`config.mk`:
```
export PLATFORM = sky130hd
export DESIGN_NAME = lsu_mem_port
export DESIGN_NICKNAME = d
export VERILOG_FILES = /design/src/rtl/lsu_mem_port.sv
export SDC_FILE = /design/constraint.sdc
export NUM_CORES = 1
export LEC_CHECK = 0
export BUFFER_PORTS_ARGS = -buffer_cell sky130_fd_sc_hd__buf_2
export CAP_MARGIN = 20
export CORE_ASPECT_RATIO = 0.6
export CORE_UTILIZATION = 55
export DETAILED_ROUTE_END_ITERATION = 10
export PLACE_DENSITY_LB_ADDON = 0.05
export SYNTH_ARGS = -nofsm -noshare
export SYNTH_HDL_FRONTEND = slang
export SYNTH_SLANG_ARGS = --single-unit
```
`constraint.sdc`:
```
create_clock -name clk -period 3.78 [get_ports clk]
set_input_delay 0 -clock clk [delete_from_list [all_inputs] [get_ports clk]]
set_output_delay 0 -clock clk [all_outputs]
set_load 0.01 [all_outputs]
```
`src/rtl/lsu_mem_port.sv`:
```
// Load/store port for a single-ported word memory; sub-word stores use read-modify-write.
// Optional misaligned-access trap is enabled by defining LSU_MISALIGN_TRAP_EN.
module lsu_mem_port (
  input  logic        clk,
  input  logic        rst_n,
  input  logic        req_valid,
  output logic        req_ready,
  input  logic        req_is_store,
  input  logic [1:0]  req_size,
  input  logic        req_signed,
  input  logic [31:0] req_addr,
  input  logic [31:0] req_wdata,
  output logic        resp_valid,
  output logic [31:0] resp_rdata,
  output logic        resp_err,
  output logic        mem_ce,
  output logic        mem_we,
  output logic        mem_memRr,
  output logic [31:0] mem_addr,
  output logic [31:0] mem_wtData,
  output logic [3:0]  mem_w_mask,
  output logic [3:0]  mem_r_mask,
  input  logic [31:0] mem_rdData
);

  typedef enum logic [1:0] {IDLE, RD, WR, RESP} state_t;

  state_t      state;
  logic [1:0]  lane_q;
  logic [1:0]  size_q;
  logic        signed_q;
  logic        store_q;
  logic [15:0] wdata_q;
  logic        misalign;
  logic        is_byte;
  logic        is_half;
  logic [7:0]  byte_sel;
  logic [15:0] half_sel;
  logic [31:0] load_val;
  logic [31:0] merge_val;

`ifdef LSU_MISALIGN_TRAP_EN
  assign misalign = (req_size == 2'b01 && req_addr[0]) ||
                    (req_size[1] && req_addr[1:0] != 2'b00);

  always_ff @(posedge clk or negedge rst_n) begin
    if (!rst_n)
      resp_err <= 1'b0;
    else if (req_valid && req_ready)
      resp_err <= misalign;
  end
`else
  assign misalign = 1'b0;
  assign resp_err = 1'b0;
`endif

  assign req_ready  = (state == IDLE);
  assign mem_w_mask = {4{mem_we}};
  assign mem_r_mask = {4{mem_memRr}};

  assign is_byte  = (size_q == 2'b00);
  assign is_half  = (size_q == 2'b01);
  assign byte_sel = mem_rdData[{lane_q, 3'b000} +: 8];
  assign half_sel = lane_q[1] ? mem_rdData[31:16] : mem_rdData[15:0];

  always_comb begin
    load_val = mem_rdData;
    unique case (1'b1)
      is_byte: load_val = {{24{signed_q & byte_sel[7]}}, byte_sel};
      is_half: load_val = {{16{signed_q & half_sel[15]}}, half_sel};
      default: load_val = mem_rdData;
    endcase
  end

  // Only the addressed lane of the fetched word is replaced.
  always_comb begin
    merge_val = mem_rdData;
    unique case (1'b1)
      is_byte: merge_val[{lane_q, 3'b000} +: 8] = wdata_q[7:0];
      is_half: merge_val[{lane_q[1], 4'b0000} +: 16] = wdata_q;
      default: merge_val = mem_rdData;
    endcase
  end

  always_ff @(posedge clk or negedge rst_n) begin
    if (!rst_n) begin
      state      <= IDLE;
      lane_q     <= 2'b00;
      size_q     <= 2'b00;
      signed_q   <= 1'b0;
      store_q    <= 1'b0;
      wdata_q    <= 16'h0;
      resp_valid <= 1'b0;
      resp_rdata <= 32'h0;
      mem_ce     <= 1'b0;
      mem_we     <= 1'b0;
      mem_memRr  <= 1'b0;
      mem_addr   <= 32'h0;
      mem_wtData <= 32'h0;
    end else begin
      resp_valid <= 1'b0;
      unique case (state)
        IDLE: begin
          if (req_valid) begin
            lane_q   <= req_addr[1:0];
            size_q   <= req_size;
            signed_q <= req_signed;
            store_q  <= req_is_store;
            wdata_q  <= req_wdata[15:0];
            if (misalign) begin
              state      <= RESP;
              resp_valid <= 1'b1;
              resp_rdata <= 32'h0;
            end else if (req_is_store && req_size[1]) begin
              state      <= WR;
              mem_ce     <= 1'b1;
              mem_we     <= 1'b1;
              mem_addr   <= {req_addr[31:2], 2'b00};
              mem_wtData <= req_wdata;
            end else begin
              state     <= RD;
              mem_ce    <= 1'b1;
              mem_memRr <= 1'b1;
              mem_addr  <= {req_addr[31:2], 2'b00};
            end
          end
        end
        RD: begin
          mem_memRr <= 1'b0;
          if (store_q) begin
            state      <= WR;
            mem_we     <= 1'b1;
            mem_wtData <= merge_val;
          end else begin
            state      <= RESP;
            mem_ce     <= 1'b0;
            mem_addr   <= 32'h0;
            resp_valid <= 1'b1;
            resp_rdata <= load_val;
          end
        end
        WR: begin
          state      <= RESP;
          mem_ce     <= 1'b0;
          mem_we     <= 1'b0;
          mem_addr   <= 32'h0;
          mem_wtData <= 32'h0;
          resp_valid <= 1'b1;
          resp_rdata <= 32'h0;
        end
        default: state <= IDLE;
      endcase
    end
  end

endmodule

```
Word level (Yosys, flattened, before mapping)
Cells that the tools add are included.
W data, S select, Z words.
- register bits: 124
- bits of input ports: 103
- output and inout bits: 110
- word-level logic and storage cells: 71
- $add $sub $neg: 2
- eq/ne operators: 8
- shift operators: 5
- mux-type cells: 30
- bitwise logic cells: 2
- reduce and logical (&&, ||, !) cells: 11
- operators by type and width (kind ; count):
    $mux W32 ; 6
    $pmux W32 S2 ; 3
    $pmux W32 S3 ; 2
    $bwmux W32 ; 2
    $shift A16 B7 Y32 const A ; 1
    $shift A8 B7 Y32 const A ; 1
    $shiftx A16 B7 Y32 ; 1
    $shiftx A32 B6 Y8 ; 1
    $shiftx A8 B7 Y32 ; 1
    $mux W16 ; 1
    $neg A5 Y7 ; 2
    $mux W1 ; 9
    $ne A2 B2 Y1 const B ; 4
    $pmux W1 S3 ; 2
    $pmux W2 S3 ; 1
    $reduce_and A3 Y1 ; 2
    $eq A2 B1 Y1 const B ; 2
    $logic_not A2 Y1 ; 2
    $mux W2 ; 2
    $pmux W1 S2 ; 2
    $reduce_and A2 Y1 ; 2
    $reduce_and A4 Y1 ; 1
    $reduce_bool A2 Y1 ; 2
    $reduce_bool A3 Y1 ; 1
    4 further kinds ; 5

Logic depth before layout (Yosys ltp)
- word-level depth: 6
- mapped depth: 9
- depth with buffers taken out: 6

Least setup slack after synthesis
No wires, ideal clock.
- path type: reg2reg
- start: register lane_q[0]
- end: register mem_wtData[24]
- library setup time: 0.065 ns
- data arrival time: 2.279 ns
- data required time: 3.715 ns
- slack: 1.436 ns
- stages on the path, launching flop included: 10
- path buffers: 3
- period minus slack after synthesis: 2.344 ns
- cell sequence: dfrtp_1 buf_2 buf_2 inv_1 ha_1 nor4bb_1 clkbuf_1 a221oi_1 a2111oi_0 o22a_1
- longest elaborated chain between the ends: 6
- elaborated cells on any way between the ends: 7
- classes of those cells: 1 x add/sub; 2 x shift; 4 x mux
- RTL lines (item ; line ; source):
    start: declaration ; 29 ; logic [1:0] lane_q;
    start signal: assignment ; 105 ; lane_q <= req_addr[1:0];
    $neg A5 Y7 * ; 79 ; is_byte: merge_val[{lane_q, 3'b000} +: 8] = wdata_q[7:0];
    $shiftx A8 B7 Y32 / $shift A8 B7 Y32 (equally long branches) ; 79 ;
    $bwmux W32 * ; 79 ;
    $pmux W32 S2 * ; 78 ; unique case (1'b1)
    $mux W32 * ; 130 ; if (store_q) begin
    $pmux W32 S3 * ; 102 ; unique case (state)
    end signal: assignment ; 119 ; mem_wtData <= req_wdata;
    end signal: assignment ; 133 ; mem_wtData <= merge_val;
    end: declaration ; 20 ; output logic [31:0] mem_wtData,
Every way passes the cells marked *; elsewhere a longest branch is shown, timed or not. The select of a mux whose other input is x is not followed.
A chain may end at the register's enable or synchronous reset.

Worst setup path after layout
- start: register lane_q[1]
- end: register mem_wtData[23]
- longest elaborated chain between the ends: 6
- elaborated cells on any way between the ends: 11
- classes of those cells: 2 x add/sub; 4 x shift; 5 x mux
- RTL lines (item ; line ; source):
    $neg A5 Y7 (on tied branches) ; 80, 79 ;
    $shiftx A16 B7 Y32, or another cell as far along ; 80 ; is_half: merge_val[{lane_q[1], 4'b0000} +: 16] = wdata_q;
    $bwmux W32 (on tied branches) ; 80, 79 ;
    $pmux W32 S2 * ; 78 ;
    $mux W32 * ; 130 ;
    $pmux W32 S3 * ; 102 ;
Marked as above.

==> results by group <==
STA
  – Worst-margin pin slew: 1.04 ns
  – Fin crit period: 2.85 ns
  – Setup TNS: 0 ns
  – # setup viols final: 0
  – Max Transition Viols Final: 0
  – Clk_skew: 0.00953 ns
  – Highest Clock Rate: 351 MHz
  – Rel. slew slack: 29.1%
  – Final hold violation count: 0
  – RSZ-0062 raised after global routing: no
  – Final period utilization: 75.3%

Worst setup path
  – Worst-path fanout max: 57
  – Crit path DAT: between 3 and 4 ns
  – Critical R2R Launch: lane_q[1]
  – Critical Path, Cell by Cell: buf_4 > ha_1 > nor4bb_1 > buf_4 > a221oi_1 > a2111oi_0 > o22a_1
  – Worst path buffer plus inverter count: 2
  – Cell mode on critical path: buf_4
  – Setup crit end kind: flip-flop
  – R2R Path End: mem_wtData[23]
  – Startpoint Class: flip-flop
  – Worst-case reg-to-reg path depth: 7
  – Slowest-stage cell, CP: buf_4
  – Setup slack, reg-to-reg: 0.93 ns
  – CP delay by family, top: compound AO/OA/AOI/OAI gates
  – Worst Path Required: 4.12 ns
  – Max incr delay on CP: 0.66 ns
  – Crit path kind: flip-flop to flip-flop

Yosys
  – Asr flop ratio synth: 100%
  – Register area share after synthesis: 43.8%
  – Post-synthesis cell type count: 44
  – Predominant post-synthesis flop cell: dfrtp_1
  – Syn_area_per_cell: 9.87 um^2
  – Synth Area in XOR/XNOR: 0%
  – Post-Synth Adder-Cell Area: 1.61%
  – Dominant cells by area after synthesis: dfrtp_1 (44%), o21ai_0 (6.0%), mux2i_1 (5.3%)
  – Main combinational cell family by area after synthesis: compound AO/OA/AOI/OAI gates
  – Cell taking the most area after synthesis: dfrtp_1
  – Compound-cell area share of the yosys netlist: between 20 and 25%
  – #FFs+latches synth: 122
  – Yosys top cell area share: 43.8%
  – EDFF count, synth: 0
  – Synthesized instance count: between 700 and 800
  – Syn Std Cell Area: 6980 um^2
  – Synth Area in Simple Gates: a little under an eighth
  – YS warnings: 0
  – Mux contribution to synthesized area: 9.51%

Hold path
  – Worst Hold Class: primary input to flip-flop
  – WHS Path Cells: 4
  – HP Start: req_wdata[30]
  – Min-Delay Endpoint: mem_wtData[30]

Floorplanning
  – Core Area: 12,200 um^2
  – Die Area: about 13,000 um^2
  – Die span in y: 89.2 um
  – Initial core utilization: 57.1%
  – Die width: 147 um
  – I/O Pins: 213
  – FP Rows: 31

Clock tree
  – CTS sink cnt: 122
  – Clk root buf: clkbuf_16
  – CTS Buffer Depth: 2
  – CTS Buf Count: 17
  – Skew-Pair Late Insertion Delay: 0.41 ns
  – Worst-path clk slew: ~0.060 ns
  – Setup Buffers After CTS: 0
  – Max H-tree Level: 4
  – CTS tree: yes

Layout
  – Most common cell after layout, fill and taps aside: buf_2
  – Commonest cells after routing, fill and taps aside: buf_2 (208), dfrtp_1 (121), dlygate4sd3_1 (85), o21ai_0 (83), inv_1 (73)
  – Final #Nets: about 1,100
  – Layout cells sized above 1: 28.7%
  – Area grow syn2layout: 36.7%

Global routing
  – Gr ovfl total: 0
  – First-pass GRT wire length: 36,000 um
  – Vias in the first global route: 6,624
  – Largest net degree at the start of global routing: 123
  – Initial antenna violation count: 0
  – GR Util All Layers: 36.5%

Job
  – Max-Cap Viols: 0

Place
  – Placer Congestion: 0.939
  – IO buf count: 209
  – Post-detail-place hpwl: roughly 15,000 um

Detailed routing
  – Routed wire per std cell: 20.8 um
  – Vias per std cell: roughly 6.1
  – Post-route ant nets: 0
  – DR DRC count: 0
  – Initial drt markers: 721
  – Final WL: 23,800 um
  – DR vias: 7,017
  – Drt pass-1 iters: 6

Status
  – Status: finished clean

Pwr
  – Cell Pwr Density: 947 nW/um^2
  – Leak Pwr: 4.57 nW
  – Total Power: ~9.0 mW
  – Worst vdd ir: 482 uV
## synth_stat cells, types with 2 or more instances
cell type / n
nand2b_1: 6
a2111oi_0: 35
buf_2: 14
a221oi_1: 32
o22a_1: 31
mux2i_1: 37
a21oi_1: 10
clkbuf_1: 44
and4b_1: 2
dfrtp_1: 122
buf_6: 2
o41ai_1: 5
nor2b_1: 38
mux4_2: 5
nand3b_1: 30
ha_1: 9
nand2_1: 32
nor2_1: 13
o31ai_1: 3
buf_4: 11
a221o_1: 17
mux2_2: 16
buf_1: 2
a31oi_1: 2
nand3_1: 2
inv_1: 73
nor3_1: 3
a21o_1: 7
o22ai_1: 6
o21ai_0: 83
nor4bb_1: 2
## where the power goes
group | switching [mW] | total (mW) | leakage (nW) | internal [mW]
clock | 0.605 | 1.81 | 0.315 | 1.21
combinational | 2.74 | 4.71 | 2.74 | 1.97
sequential | 0.555 | 2.51 | 1.51 | 1.95
total | 3.90 | 9.03 | 4.57 | 5.13
## metrics by stage
step / cell area, um^2 / worst slack (ns) / instances / hold slack [ns] / utilization, %
2_1_floorplan: 6980 / 1.44 / 709 / -0.296 / -
3_3_place_gp: 8020 / 1.21 / 1023 / 0.143 / 65.7
3_5_place_dp: 8020 / 1.02 / 1023 / 0.158 / 65.7
4_1_cts: 9530 / 0.946 / 1140 / 0.00868 / 78.0
5_1_grt: 9530 / 0.726 / 1141 / 0.0222 / 78.0
6_report: 9530 / 0.934 / 1142 / 0.0206 / 78.0
## per-layer routing
metal | track usage (%) | wire (um) | vias to the layer above
met5 | 0 | 0 | -
met4 | 11.6 | 579 | 0
met3 | 13.4 | 2690 | 62
met2 | 56.6 | 10700 | 438
met1 | 48.3 | 9860 | 3411
li1 | - | - | 3106
## logic make-up (layout without fill, tap and decap cells)
logic type	Yosys count	count (layout)
AO/OA/AOI/OAI	236	236
adder cells (fa/ha/maj)	9	9
buffers and inverters	146	413
flip-flops	122	122
multiplexers	58	58
other	1	4
AND/OR/NAND/NOR	135	135
## sequential cells by signal (all words and copies together) (netlist names), 2 cells and up
signal / cells
mem_addr: 30
resp_rdata: 32
size_q: 2
state: 2
mem_wtData: 32
lane_q: 2
wdata_q: 16
## final cells by class
cell class | instances | area, um^2
antenna | 1 | 2.50
fill | 825 | 2680
clock inverter | 10 | 189
inverter | 73 | 274
multi-input combinational | 441 | 3330
clock buffer | 22 | 464
timing repair buffer | 308 | 2010
sequential | 122 | 3050
tap | 165 | 206
## tightest hold or removal path: stages
cell and delay (ns):
buf_2 0.09, inv_1 0.04, o21ai_0 0.09, o22a_1 0.17
## worst max path at each step
stage	startpoint	end	slack (ns)	cells after the start
finish	lane_q[1]	mem_wtData[23]	0.93	7
global route	lane_q[1]	mem_wtData[23]	0.73	7
CTS	lane_q[1]	mem_wtData[23]	0.95	7
detailed placement	lane_q[1]	mem_wtData[17]	1.02	7
global placement	lane_q[1]	mem_wtData[21]	1.21	7
floorplan	lane_q[0]	mem_wtData[24]	1.44	9
## what timing repair did
action	4_1_cts	5_1_grt
hold buffers	85	0
endpoints found under the hold margin	212	0
resized for setup	0	0
No activity file was read; power rests on OpenSTA's default activity.
